### config.mk
export PLATFORM = sky130hd
export DESIGN_NAME = apb_regfile_slave
export DESIGN_NICKNAME = d
export VERILOG_FILES = /design/src/rtl/apb_pkg.sv /design/src/rtl/apb_reg_decode.sv /design/src/rtl/apb_regfile_slave.sv
export SDC_FILE = /design/constraint.sdc
export NUM_CORES = 1
export LEC_CHECK = 0
export ABC_AREA = 1
export CAP_MARGIN = 30
export CORE_AREA = 2 2 431 433
export CTS_CLUSTER_SIZE = 16
export DETAILED_ROUTE_END_ITERATION = 7
export DIE_AREA = 0 0 433 435
export SETUP_SLACK_MARGIN = 0.1
export SYNTH_ARGS = -nofsm -noshare
export SYNTH_HDL_FRONTEND = slang
export SYNTH_SLANG_ARGS = --single-unit
export TNS_END_PERCENT = 20
### constraint.sdc
create_clock -name PCLK -period 4.8 [get_ports PCLK]
set_input_delay 1.2 -clock PCLK [delete_from_list [all_inputs] [get_ports PCLK]]
set_output_delay 1.2 -clock PCLK [all_outputs]
set_load 0.01 [all_outputs]
### src/rtl/apb_pkg.sv
// Shared types and helpers for the APB register-file slave.
//   apb_state_e : two-state transfer FSM (IDLE / ACCESS)
//   WAIT_CNT_W  : width of the wait-state counter (0..15 wait states)
//   bytes_of()  : number of byte lanes in a data word of the given width
package apb_pkg;

    typedef enum logic [0:0] {
        IDLE   = 1'b0,
        ACCESS = 1'b1
    } apb_state_e;

    localparam int WAIT_CNT_W = 4;

    function automatic int bytes_of(input int width);
        return width / 8;
    endfunction

endpackage

### src/rtl/apb_reg_decode.sv
// Combinational address decoder for the APB register file.
//   paddr        in   byte address of the current transfer
//   idx          out  word index (paddr with the byte-offset bits dropped)
//   misalign     out  byte-offset bits of paddr are non-zero
//   out_of_range out  idx addresses a word beyond the implemented registers
//   ro_hit       out  idx addresses an implemented read-only register
module apb_reg_decode
    import apb_pkg::*;
#(
    parameter int                  ADDR_WIDTH = 8,
    parameter int                  DATA_WIDTH = 32,
    parameter int                  NUM_REGS   = 16,
    parameter logic [NUM_REGS-1:0] RO_MASK    = '0,
    localparam int                 LSB        = $clog2(bytes_of(DATA_WIDTH)),
    localparam int                 IDX_W      = ADDR_WIDTH - LSB
) (
    input  logic [ADDR_WIDTH-1:0] paddr,
    output logic [IDX_W-1:0]      idx,
    output logic                  misalign,
    output logic                  out_of_range,
    output logic                  ro_hit
);

    assign idx = paddr[ADDR_WIDTH-1:LSB];

    // An 8-bit data path has no byte-offset bits, so nothing can be misaligned.
    generate
        if (LSB == 0) begin : g_no_offset
            assign misalign = 1'b0;
        end else begin : g_offset
            assign misalign = |paddr[LSB-1:0];
        end
    endgenerate

    // One extra bit lets NUM_REGS == 2**IDX_W compare without overflowing.
    assign out_of_range = ({1'b0, idx} >= (IDX_W + 1)'(NUM_REGS));

    // Read-only lookup: OR of matching mask bits, so out-of-range indices yield 0.
    always_comb begin
        ro_hit = 1'b0;
        for (int i = 0; i < NUM_REGS; i++) begin
            ro_hit = ro_hit | ((idx == IDX_W'(i)) & RO_MASK[i]);
        end
    end

endmodule

### src/rtl/apb_regfile_slave.sv
// APB4 slave exposing NUM_REGS word registers with byte strobes, programmable
// wait states, read-only status registers and PSLVERR.
//   PCLK/PRESETn            clock, asynchronous active-low reset
//   PSEL/PENABLE/PWRITE     APB control
//   PADDR/PWDATA/PSTRB      APB address, write data, byte strobes
//   PRDATA/PREADY/PSLVERR   APB response
//   status_i                hardware values returned for read-only registers
//   regs_o                  flattened register contents, register 0 in the LSBs
//   wr_pulse_o              one-cycle pulse per register after a committed write
module apb_regfile_slave
    import apb_pkg::*;
#(
    parameter int                  ADDR_WIDTH  = 8,
    parameter int                  DATA_WIDTH  = 32,
    parameter int                  NUM_REGS    = 16,
    parameter int                  WAIT_STATES = 0,
    parameter logic [NUM_REGS-1:0] RO_MASK     = '0,
    localparam int                 NBYTES      = bytes_of(DATA_WIDTH),
    localparam int                 LSB         = $clog2(NBYTES),
    localparam int                 IDX_W       = ADDR_WIDTH - LSB
) (
    input  logic                           PCLK,
    input  logic                           PRESETn,
    input  logic                           PSEL,
    input  logic                           PENABLE,
    input  logic                           PWRITE,
    input  logic [ADDR_WIDTH-1:0]          PADDR,
    input  logic [DATA_WIDTH-1:0]          PWDATA,
    input  logic [NBYTES-1:0]              PSTRB,
    output logic [DATA_WIDTH-1:0]          PRDATA,
    output logic                           PREADY,
    output logic                           PSLVERR,
    input  logic [NUM_REGS*DATA_WIDTH-1:0] status_i,
    output logic [NUM_REGS*DATA_WIDTH-1:0] regs_o,
    output logic [NUM_REGS-1:0]            wr_pulse_o
);

    apb_state_e              state_r;
    apb_state_e              state_nxt_s;
    logic [WAIT_CNT_W-1:0]   cnt_r;
    logic [ADDR_WIDTH-1:0]   addr_r;
    logic                    write_r;
    logic [DATA_WIDTH-1:0]   regs_r [NUM_REGS];
    logic [NUM_REGS-1:0]     wr_pulse_r;

    logic [IDX_W-1:0]        idx_s;
    logic                    misalign_s;
    logic                    oor_s;
    logic                    ro_hit_s;
    logic                    setup_s;
    logic                    pready_s;
    logic                    err_s;
    logic                    commit_s;
    logic [NUM_REGS-1:0]     commit_vec_s;
    logic [DATA_WIDTH-1:0]   rd_data_s;
    logic [DATA_WIDTH-1:0]   prdata_s;

    // Decode the address captured in the setup phase, not the live bus.
    apb_reg_decode #(
        .ADDR_WIDTH (ADDR_WIDTH),
        .DATA_WIDTH (DATA_WIDTH),
        .NUM_REGS   (NUM_REGS),
        .RO_MASK    (RO_MASK)
    ) u_decode (
        .paddr        (addr_r),
        .idx          (idx_s),
        .misalign     (misalign_s),
        .out_of_range (oor_s),
        .ro_hit       (ro_hit_s)
    );

    // FSM state register.
    always_ff @(posedge PCLK or negedge PRESETn) begin
        if (!PRESETn) begin
            state_r <= IDLE;
        end else begin
            state_r <= state_nxt_s;
        end
    end

    // FSM next-state logic: a dropped PSEL aborts the access phase.
    always_comb begin
        state_nxt_s = state_r;
        case (state_r)
            IDLE: begin
                if (setup_s) state_nxt_s = ACCESS;
                else         state_nxt_s = IDLE;
            end
            ACCESS: begin
                if (!PSEL)         state_nxt_s = IDLE;
                else if (pready_s) state_nxt_s = IDLE;
                else               state_nxt_s = ACCESS;
            end
            default: state_nxt_s = IDLE;
        endcase
    end

    // FSM outputs: handshake, error classification, commit strobes and read mux.
    always_comb begin
        setup_s  = (state_r == IDLE) & PSEL & ~PENABLE;
        pready_s = (state_r == ACCESS) & (cnt_r == {WAIT_CNT_W{1'b0}}) & PSEL & PENABLE;
        err_s    = misalign_s | oor_s | (write_r & ro_hit_s);
        commit_s = pready_s & write_r & ~err_s;
        commit_vec_s = {NUM_REGS{1'b0}};
        rd_data_s    = {DATA_WIDTH{1'b0}};
        for (int i = 0; i < NUM_REGS; i++) begin
            commit_vec_s[i] = commit_s & (idx_s == IDX_W'(i));
            rd_data_s = rd_data_s | ({DATA_WIDTH{idx_s == IDX_W'(i)}} &
                        (RO_MASK[i] ? status_i[i*DATA_WIDTH +: DATA_WIDTH] : regs_r[i]));
        end
        if (pready_s && !write_r && !err_s) begin
            prdata_s = rd_data_s;
        end else begin
            prdata_s = {DATA_WIDTH{1'b0}};
        end
    end

    // Setup-phase capture of address/direction and the wait-state countdown.
    always_ff @(posedge PCLK or negedge PRESETn) begin
        if (!PRESETn) begin
            cnt_r   <= {WAIT_CNT_W{1'b0}};
            addr_r  <= {ADDR_WIDTH{1'b0}};
            write_r <= 1'b0;
        end else if (setup_s) begin
            cnt_r   <= WAIT_CNT_W'(WAIT_STATES);
            addr_r  <= PADDR;
            write_r <= PWRITE;
        end else if ((state_r == ACCESS) && PSEL && (cnt_r != {WAIT_CNT_W{1'b0}})) begin
            cnt_r   <= cnt_r - WAIT_CNT_W'(1);
        end else begin
            cnt_r   <= cnt_r;
        end
    end

    // Register array: byte-strobed merge of write data on a committed write.
    always_ff @(posedge PCLK or negedge PRESETn) begin
        if (!PRESETn) begin
            for (int i = 0; i < NUM_REGS; i++) begin
                regs_r[i] <= {DATA_WIDTH{1'b0}};
            end
        end else begin
            for (int i = 0; i < NUM_REGS; i++) begin
                for (int k = 0; k < NBYTES; k++) begin
                    if (commit_vec_s[i] && PSTRB[k]) begin
                        regs_r[i][k*8 +: 8] <= PWDATA[k*8 +: 8];
                    end
                end
            end
        end
    end

    // Write pulse: fires the cycle after commit, independent of PSTRB.
    always_ff @(posedge PCLK or negedge PRESETn) begin
        if (!PRESETn) begin
            wr_pulse_r <= {NUM_REGS{1'b0}};
        end else begin
            wr_pulse_r <= commit_vec_s;
        end
    end

    generate
        for (genvar g = 0; g < NUM_REGS; g++) begin : g_regs_o
            assign regs_o[g*DATA_WIDTH +: DATA_WIDTH] = regs_r[g];
        end
    endgenerate

    assign PREADY     = pready_s;
    assign PSLVERR    = pready_s & err_s;
    assign PRDATA     = prdata_s;
    assign wr_pulse_o = wr_pulse_r;

endmodule
==> results of run 1 <==
[report_power, final]
part / total, mW / internal [mW] / switching, mW
clock: 5.32 / 3.09 / 2.24
sequential: 4.68 / 4.62 / 0.0574
combinational: 1.89 / 0.364 / 1.52
total: 11.9 / 8.07 / 3.82
[metal layers]
layer / global-route usage (%) / part of all wire, % / wire length, µm
met1: 15.6 / 36 / 50200
met2: 24.0 / 49 / 67900
met3: 2.83 / 6.0 / 8230
met4: 10.6 / 8.6 / 11800
met5: 0 / 0 / 0
[layout make-up]
cell class / count / area [µm²] / share of cell area, %
Antenna cell: 9 / 22.5 / 0.0612
Clock buffer: 94 / 1950 / 5.29
Clock inverter: 25 / 322 / 0.873
Inverter: 54 / 220 / 0.598
Multi-Input combinational cell: 2211 / 10700 / 29.0
Sequential cell: 542 / 13600 / 36.8
Tap cell: 2480 / 3100 / 8.43
Timing Repair Buffer: 685 / 6960 / 18.9
[critical path, stage by stage]
cell,delay [ps]
clkdlybuf4s50_1,530
nand2_1,90
inv_1,60
nand3_1,190
nor2_1,170
nand2_2,90
buf_12,170
nor2_1,290
clkdlybuf4s50_1,590
[sequential cells by signal, indices dropped and copies added (netlist names)]
signal	count
cnt_r	4
state_r	1
addr_r	8
write_r	1
wr_pulse_o	16
regs_o	512
[logic make-up after synthesis]
group,after synthesis,share of synthesized area [%]
adder cells (fa/ha/maj),1,0.0491
buffers and inverters,281,5.13
AO/OA/AOI/OAI,524,10.3
flip-flops,542,53.2
AND/OR/NAND/NOR,1686,31.3
[worst max path at each step]
stage	endpoint	slack [ps]	start
global placement	PRDATA[21]	170	PSEL
CTS	PRDATA[23]	80	addr_r[6]$_DFFE_PN0P_
finish	PRDATA[18]	170	PSEL
global route	PRDATA[21]	70	PSEL
detailed placement	PRDATA[21]	140	PSEL
floorplan	PRDATA[10]	1580	PSEL
[cells in the final DEF, fill, tap and decap left out, types with 13 or more instances in the layout]
master and n:
nand2_1 914, nor2_1 195, o21ai_0 82, nand4_1 97, clkbuf_16 70, inv_1 43
nor3_1 18, buf_4 46, clkdlybuf4s50_1 605, nor2_4 23, clkbuf_8 15, nand3_4 50
buf_12 13, o21ai_1 441, dfrtp_1 541, nand3_1 359
[repair_timing]
action	4_1_cts	5_1_grt
pin swaps	4	3
gates resized for setup	16	10
endpoints found under the hold margin	0	0
gates cloned	1	2
buffers inserted	5	2
endpoints found under the setup margin	27	12
[per-stage QoR]
step / utilization, % / hold slack (ps)
floorplan: - / 464
global placement: 18.6 / 483
detailed placement: 18.7 / 486
CTS: 20.0 / 501
global route: 20.0 / 519
finish: 20.0 / 500
==> metrics.md, run 1 <==
| Metric | Value |
|---|---|
| Outcome | `complete, no violations` |
| Rows | `between 150 and 200` |
| H-tree depth | `3` |
| Drt first pass iters | `8` |
| Reg-to-reg endpoint | `regs_o[315]$_DFFE_PN0P_` |
| RSZ-0062 raised after global routing | `true` |
| Routed len/inst | `~23 µm` |
| Max FO, Critical Path | `24` |
| Yosys top cell by area | `dfrtp_1` |
| Mean Syn Cell Area | `about 8.4 µm²` |
| Share of cells above drive strength 1 | `8.34%` |
| Fin crit share | `96.5%` |
| Power Density | `~320 nW/µm²` |
| Final instance area | `around 37000 µm²` |
| Drt via density | `around 4.1` |
| Die ar. | `~190000 µm²` |
| Hold_buf cts | `0` |
| Peak supply drop | `around 220 µV` |
| Slew at the pin closest to its max-slew limit | `just under 1000 ps` |
| CP Data Arrival Time | `3430 ps` |
| Worst hold start | `write_r$_DFFE_PN0P_` |
| CTS max path bufs | `3` |
| Asr flop ratio synth | `100%` |
| Via count | `between 20000 and 25000` |
| Reg-to-reg slack, setup | `1770 ps` |
| Fmax | `about 0.22 GHz` |
| Max_cap viols | `0` |
| Critical path class | `in -> out` |
| Gpl congestion | `roughly 0.88` |
| First-pass GRT wire length | `around 190000 µm` |
| Startpoint Class | `primary input` |
| Number of global-route vias before repair | `about 24000` |
| Placed Area | `about 34000 µm²` |
| Sink Count | `about 540` |
| Placed cells | `between 5000 and 6000` |
| Setup TNS | `0 ps` |
| Top-count cell post-synth | `nand2_1` |
| Cell Area, Synth | `approximately 25000 µm²` |
| Yosys reg bits | `roughly 540` |
| Lkg Pwr | `around 15 nW` |
| Most used flip-flop cell after synthesis | `dfrtp_1` |
| Pin count of the biggest net entering global routing | `between 100 and 150` |
| Hold Crit Class | `reg -> reg` |
| All-Layer GR Usage | `between 10 and 15%` |
| Drt total wl | `138000 µm` |
| Area grow syn2layout | `44.6%` |
| Clk Latency, worst-skew pair | `~680 ps` |
| # port buffers | `between 600 and 700` |
| Setup ws final | `about 170 ps` |
| Final setup viols | `0` |
| DP HPWL | `around 100000 µm` |
| CTS Root Cell | `clkbuf_16` |
| Hold Crit Depth | `2` |
| Finished Layout Cells | `between 6000 and 7000` |
| Initial antenna violation count | `9` |
| Distinct cells, synth | `29` |
| Nets@finish | `just over 4000` |
| Detail Route Antenna Nets | `0` |
| Final Hold Vio Count | `0` |
| Clock skew | `22.2 ps` |
| Synth top area cells | `dfrtp_1 (53%), nand2_1 (13%), o21ai_1 (8.7%)` |
| Synth warn | `0` |
| Worst r2r src | `addr_r[3]$_DFFE_PN0P_` |
| Worst EP required | `around 3600 ps` |
| Commonest cells in the netlist | `nand2_1 (915), dfrtp_1 (542), o21ai_1 (441)` |
| Die Y | `435 µm` |
| Post-synth EDFFs | `0` |
| Pwr Total | `11.9 mW` |
| Register area share after synthesis | `53.2%` |
| Fillcell total | `20300` |
| Starting Density | `roughly 14%` |
| Clock transition at path regs | `around 60 ps` |
| Reg2reg path depth | `10` |
| WHS Endpoint | `write_r$_DFFE_PN0P_` |
| Cts bufs inserted | `between 60 and 70` |
| # IOs | `approximately 1100` |
| Grt ovf | `0` |
| # DRC | `0` |
| Final min period | `between 4000 and 5000 ps` |
| Core Footprint | `184000 µm²` |
| DR iter-0 viols | `2355` |
| Synth top area share | `53.2%` |
| Relative slew slack | `35.8%` |
| TritonCTS clock tree | `yes` |
| Post-place setup slack | `around 140 ps` |
| Slew Viols, Final | `0` |
| Cell count after synthesis | `3034` |
| Crit. End Element | `output port` |
| Syn nets | `between 3000 and 4000` |
| Die Wd | `about 430 µm` |
(Power assumes the default switching activity.)
==> run 2: changes to the inputs <==
CAP_MARGIN = 10   (was 30)
SKIP_LAST_GASP = 1   (was unset)
==> metrics.md, run 2 (synthesis gave the netlist of run 1 again) <==
| Metric | Value |
|---|---|
| Outcome | `complete, no violations` |
| Hold_buf cts | `0 (unchanged)` |
| Pin count of the biggest net entering global routing | `131 (unchanged)` |
| Die ar. | `188000 µm² (unchanged)` |
| Hold Crit Class | `reg -> reg` |
| Worst path max stage delay | `610 ps (+20 ps)` |
| RSZ-0062 raised after global routing | `true` |
| Fillcell total | `20300 (+0.034%)` |
| Drt via density | `4.07 (about the same)` |
| Startpoint Class | `primary input` |
| Worst EP required | `3600 ps (about the same)` |
| Gpl congestion | `0.880 (unchanged)` |
| Clock power share | `45.2% (+0.4 points)` |
| Final setup viols | `0 (unchanged)` |
| H-tree depth | `3 (unchanged)` |
| DP HPWL | `103000 µm (about the same)` |
| Multi-input gate area | `10700 µm² (about the same)` |
| Critical path, cell by cell | `clkdlybuf4s50_1, nand2_1, inv_1, nand3_1, nor2_1, nand2_2, buf_12, nor2_1, clkdlybuf4s50_1` |
| Leading cell type in the layout, fill and taps excluded | `nand2_1` |
| Finished Layout Cells | `6104 (+0.066%)` |
| Slew Viols, Final | `0 (unchanged)` |
| Die Y | `435 µm (unchanged)` |
| Max FFs per register | `512 (unchanged)` |
| Cts bufs inserted | `70 (+2.9%)` |
| Cell internal pwr | `8.08 mW (+0.12%)` |
| # IOs | `1123 (unchanged)` |
| Seq. cell area | `13600 µm² (about the same)` |
| First-pass GRT wire length | `189000 µm (+0.28%)` |
| Number of global-route vias before repair | `23800 (+0.24%)` |
| Core Footprint | `184000 µm² (unchanged)` |
| Die Wd | `433 µm (unchanged)` |
| Clk Latency, worst-skew pair | `680 ps (about the same)` |
| Detail Route Antenna Nets | `0 (unchanged)` |
| Initial antenna violation count | `8 (-1)` |
| Critical path class | `in -> out` |
| Seq pwr share | `39.3% (about the same)` |
| Share of cells above drive strength 1 | `8.34% (+0.0092 points)` |
| Pwr Total | `11.9 mW (+0.25%)` |
| Commonest non-fill, non-tap cells in the layout | `nand2_1 (914), clkdlybuf4s50_1 (605), dfrtp_1 (542)` |
| TritonCTS clock tree | `yes` |
| Drt total wl | `138000 µm (-0.35%)` |
| Setup ws final | `96.3 ps (-69.4 ps)` |
| Peak supply drop | `259 µV (+16%)` |
| Hold Crit Depth | `2 (unchanged)` |
| P_sw | `3.83 mW (+0.50%)` |
| # port buffers | `610 (unchanged)` |
| DR iter-0 viols | `2524 (+7.2%)` |
| Final Hold Vio Count | `0 (unchanged)` |
| CP Data Arrival Time | `3500 ps (+70 ps)` |
| Max_cap viols | `0 (unchanged)` |
| Area grow syn2layout | `44.6% (about the same)` |
| # DRC | `0 (unchanged)` |
| Clock skew | `27.4 ps (+5.14 ps)` |
| Routed len/inst | `22.6 µm (-0.41%)` |
| Starting Density | `13.8% (unchanged)` |
| All-Layer GR Usage | `14.2% (about the same)` |
| Lkg Pwr | `15.5 nW (about the same)` |
| Final min period | `4700 ps (+69.4 ps)` |
| Fmax | `0.213 GHz (-1.5%)` |
| Slew at the pin closest to its max-slew limit | `1050 ps (+86.1 ps)` |
| Grt ovf | `0 (unchanged)` |
| Crit. End Element | `output port` |
| Power Density | `324 nW/µm² (+0.21%)` |
| Nets@finish | `4125 (+0.024%)` |
| Post-place setup slack | `143 ps (+4.72 ps)` |
| Relative slew slack | `30.1% (-5.7 points)` |
| Placed cells | `5961 (-0.017%)` |
| Drt first pass iters | `6 (-2)` |
| Sw Ratio | `32.2% (+0.082 points)` |
| Via count | `24900 (-0.032%)` |
| Fin crit share | `98.0% (+1.4 points)` |
| CTS max path bufs | `3 (unchanged)` |
| Sink Count | `542 (unchanged)` |
| CTS Root Cell | `clkbuf_16` |
| Slowest library cell on the worst path | `clkdlybuf4s50_1` |
| Clock transition at path regs | `60 ps (about the same)` |
| Reg2reg path depth | `10 (unchanged)` |
| Max FO, Critical Path | `24 (unchanged)` |
| Core Util, Final | `20.0% (about the same)` |
| Logic gate share of total power | `15.5% (-0.4 points)` |
| Rows | `158 (unchanged)` |
## run 2: cell count changes in the layout (fill, tap and decap cells not counted), moves of 2 or more
cell,previous run,this run
clkinvlp_4,0,2
bufinv_16,4,2
diode_2,9,5
clkbuf_16,70,73
inv_16,1,3
buf_8,6,3
clkbuf_1,11,17
buf_12,13,15
clkinv_2,8,10
## run 2: routing by layer
layer  up-vias  GRT usage, %  routed length [µm]
li1      11300             -                   -
met1     12100          15.7               50000
met2      1168          23.9               67300
met3       336          2.70                8520
met4         0          10.7               11800
met5         -             0                   0
## run 2: area by class of cell
cell class | count | area share [%]
clock buffer | 102 | 5.55
tap | 2480 | 8.42
sequential | 542 | 36.8
multi-input combinational | 2211 | 29.0
timing repair buffer | 684 | 18.8
inverter | 54 | 0.598
clock inverter | 26 | 0.737
antenna | 5 | 0.0340
## run 2: what timing repair did
item,4_1_cts,5_1_grt
pin swaps,3,2
cloned,1,1
gates resized for setup,11,9
setup endpoints to repair,29,26
setup buffers,4,4
## run 2: through the flow
stage | hold WS, ps | TNS, ps | cell area, µm²
after global routing | 531 | 0 | 36800
after floorplan | 464 | 0 | 25500
final | 506 | 0 | 36800
after global placement | 483 | 0 | 34300
after detailed placement | 490 | 0 | 34300
after CTS | 504 | -26.3 | 36700
## run 2: final timing paths
| kind | end | slack, ps | startpoint |
|---|---|---|---|
| min in group asynchronous | cnt_r[3]$_DFFE_PN0P_ | 550 | PRESETn |
| worst max-delay path | PRDATA[21] | 100 | PSEL |
| worst min register to register | write_r$_DFFE_PN0P_ | 510 | write_r$_DFFE_PN0P_ |
| worst max register to register | regs_o[43]$_DFFE_PN0P_ | 1810 | addr_r[3]$_DFFE_PN0P_ |
| max in group asynchronous | regs_o[19]$_DFFE_PN0P_ | 3220 | PRESETn |
| worst min-delay path | write_r$_DFFE_PN0P_ | 510 | write_r$_DFFE_PN0P_ |
## run 2: critical path: cells and delay by family
family                 cells  cell delay [ps]
buffers and inverters      4             1380
AND/OR/NAND/NOR            5              860
## run 2: power groups by stage
stage / sequential (mW) / clock [mW] / combinational (mW)
floorplan: 4.76 / 0 / 0.836
global placement: 4.76 / 0 / 1.75
detailed placement: 4.76 / 0 / 1.77
CTS: 4.68 / 5.53 / 1.84
global route: 4.69 / 5.69 / 1.96
finish: 4.68 / 5.39 / 1.85
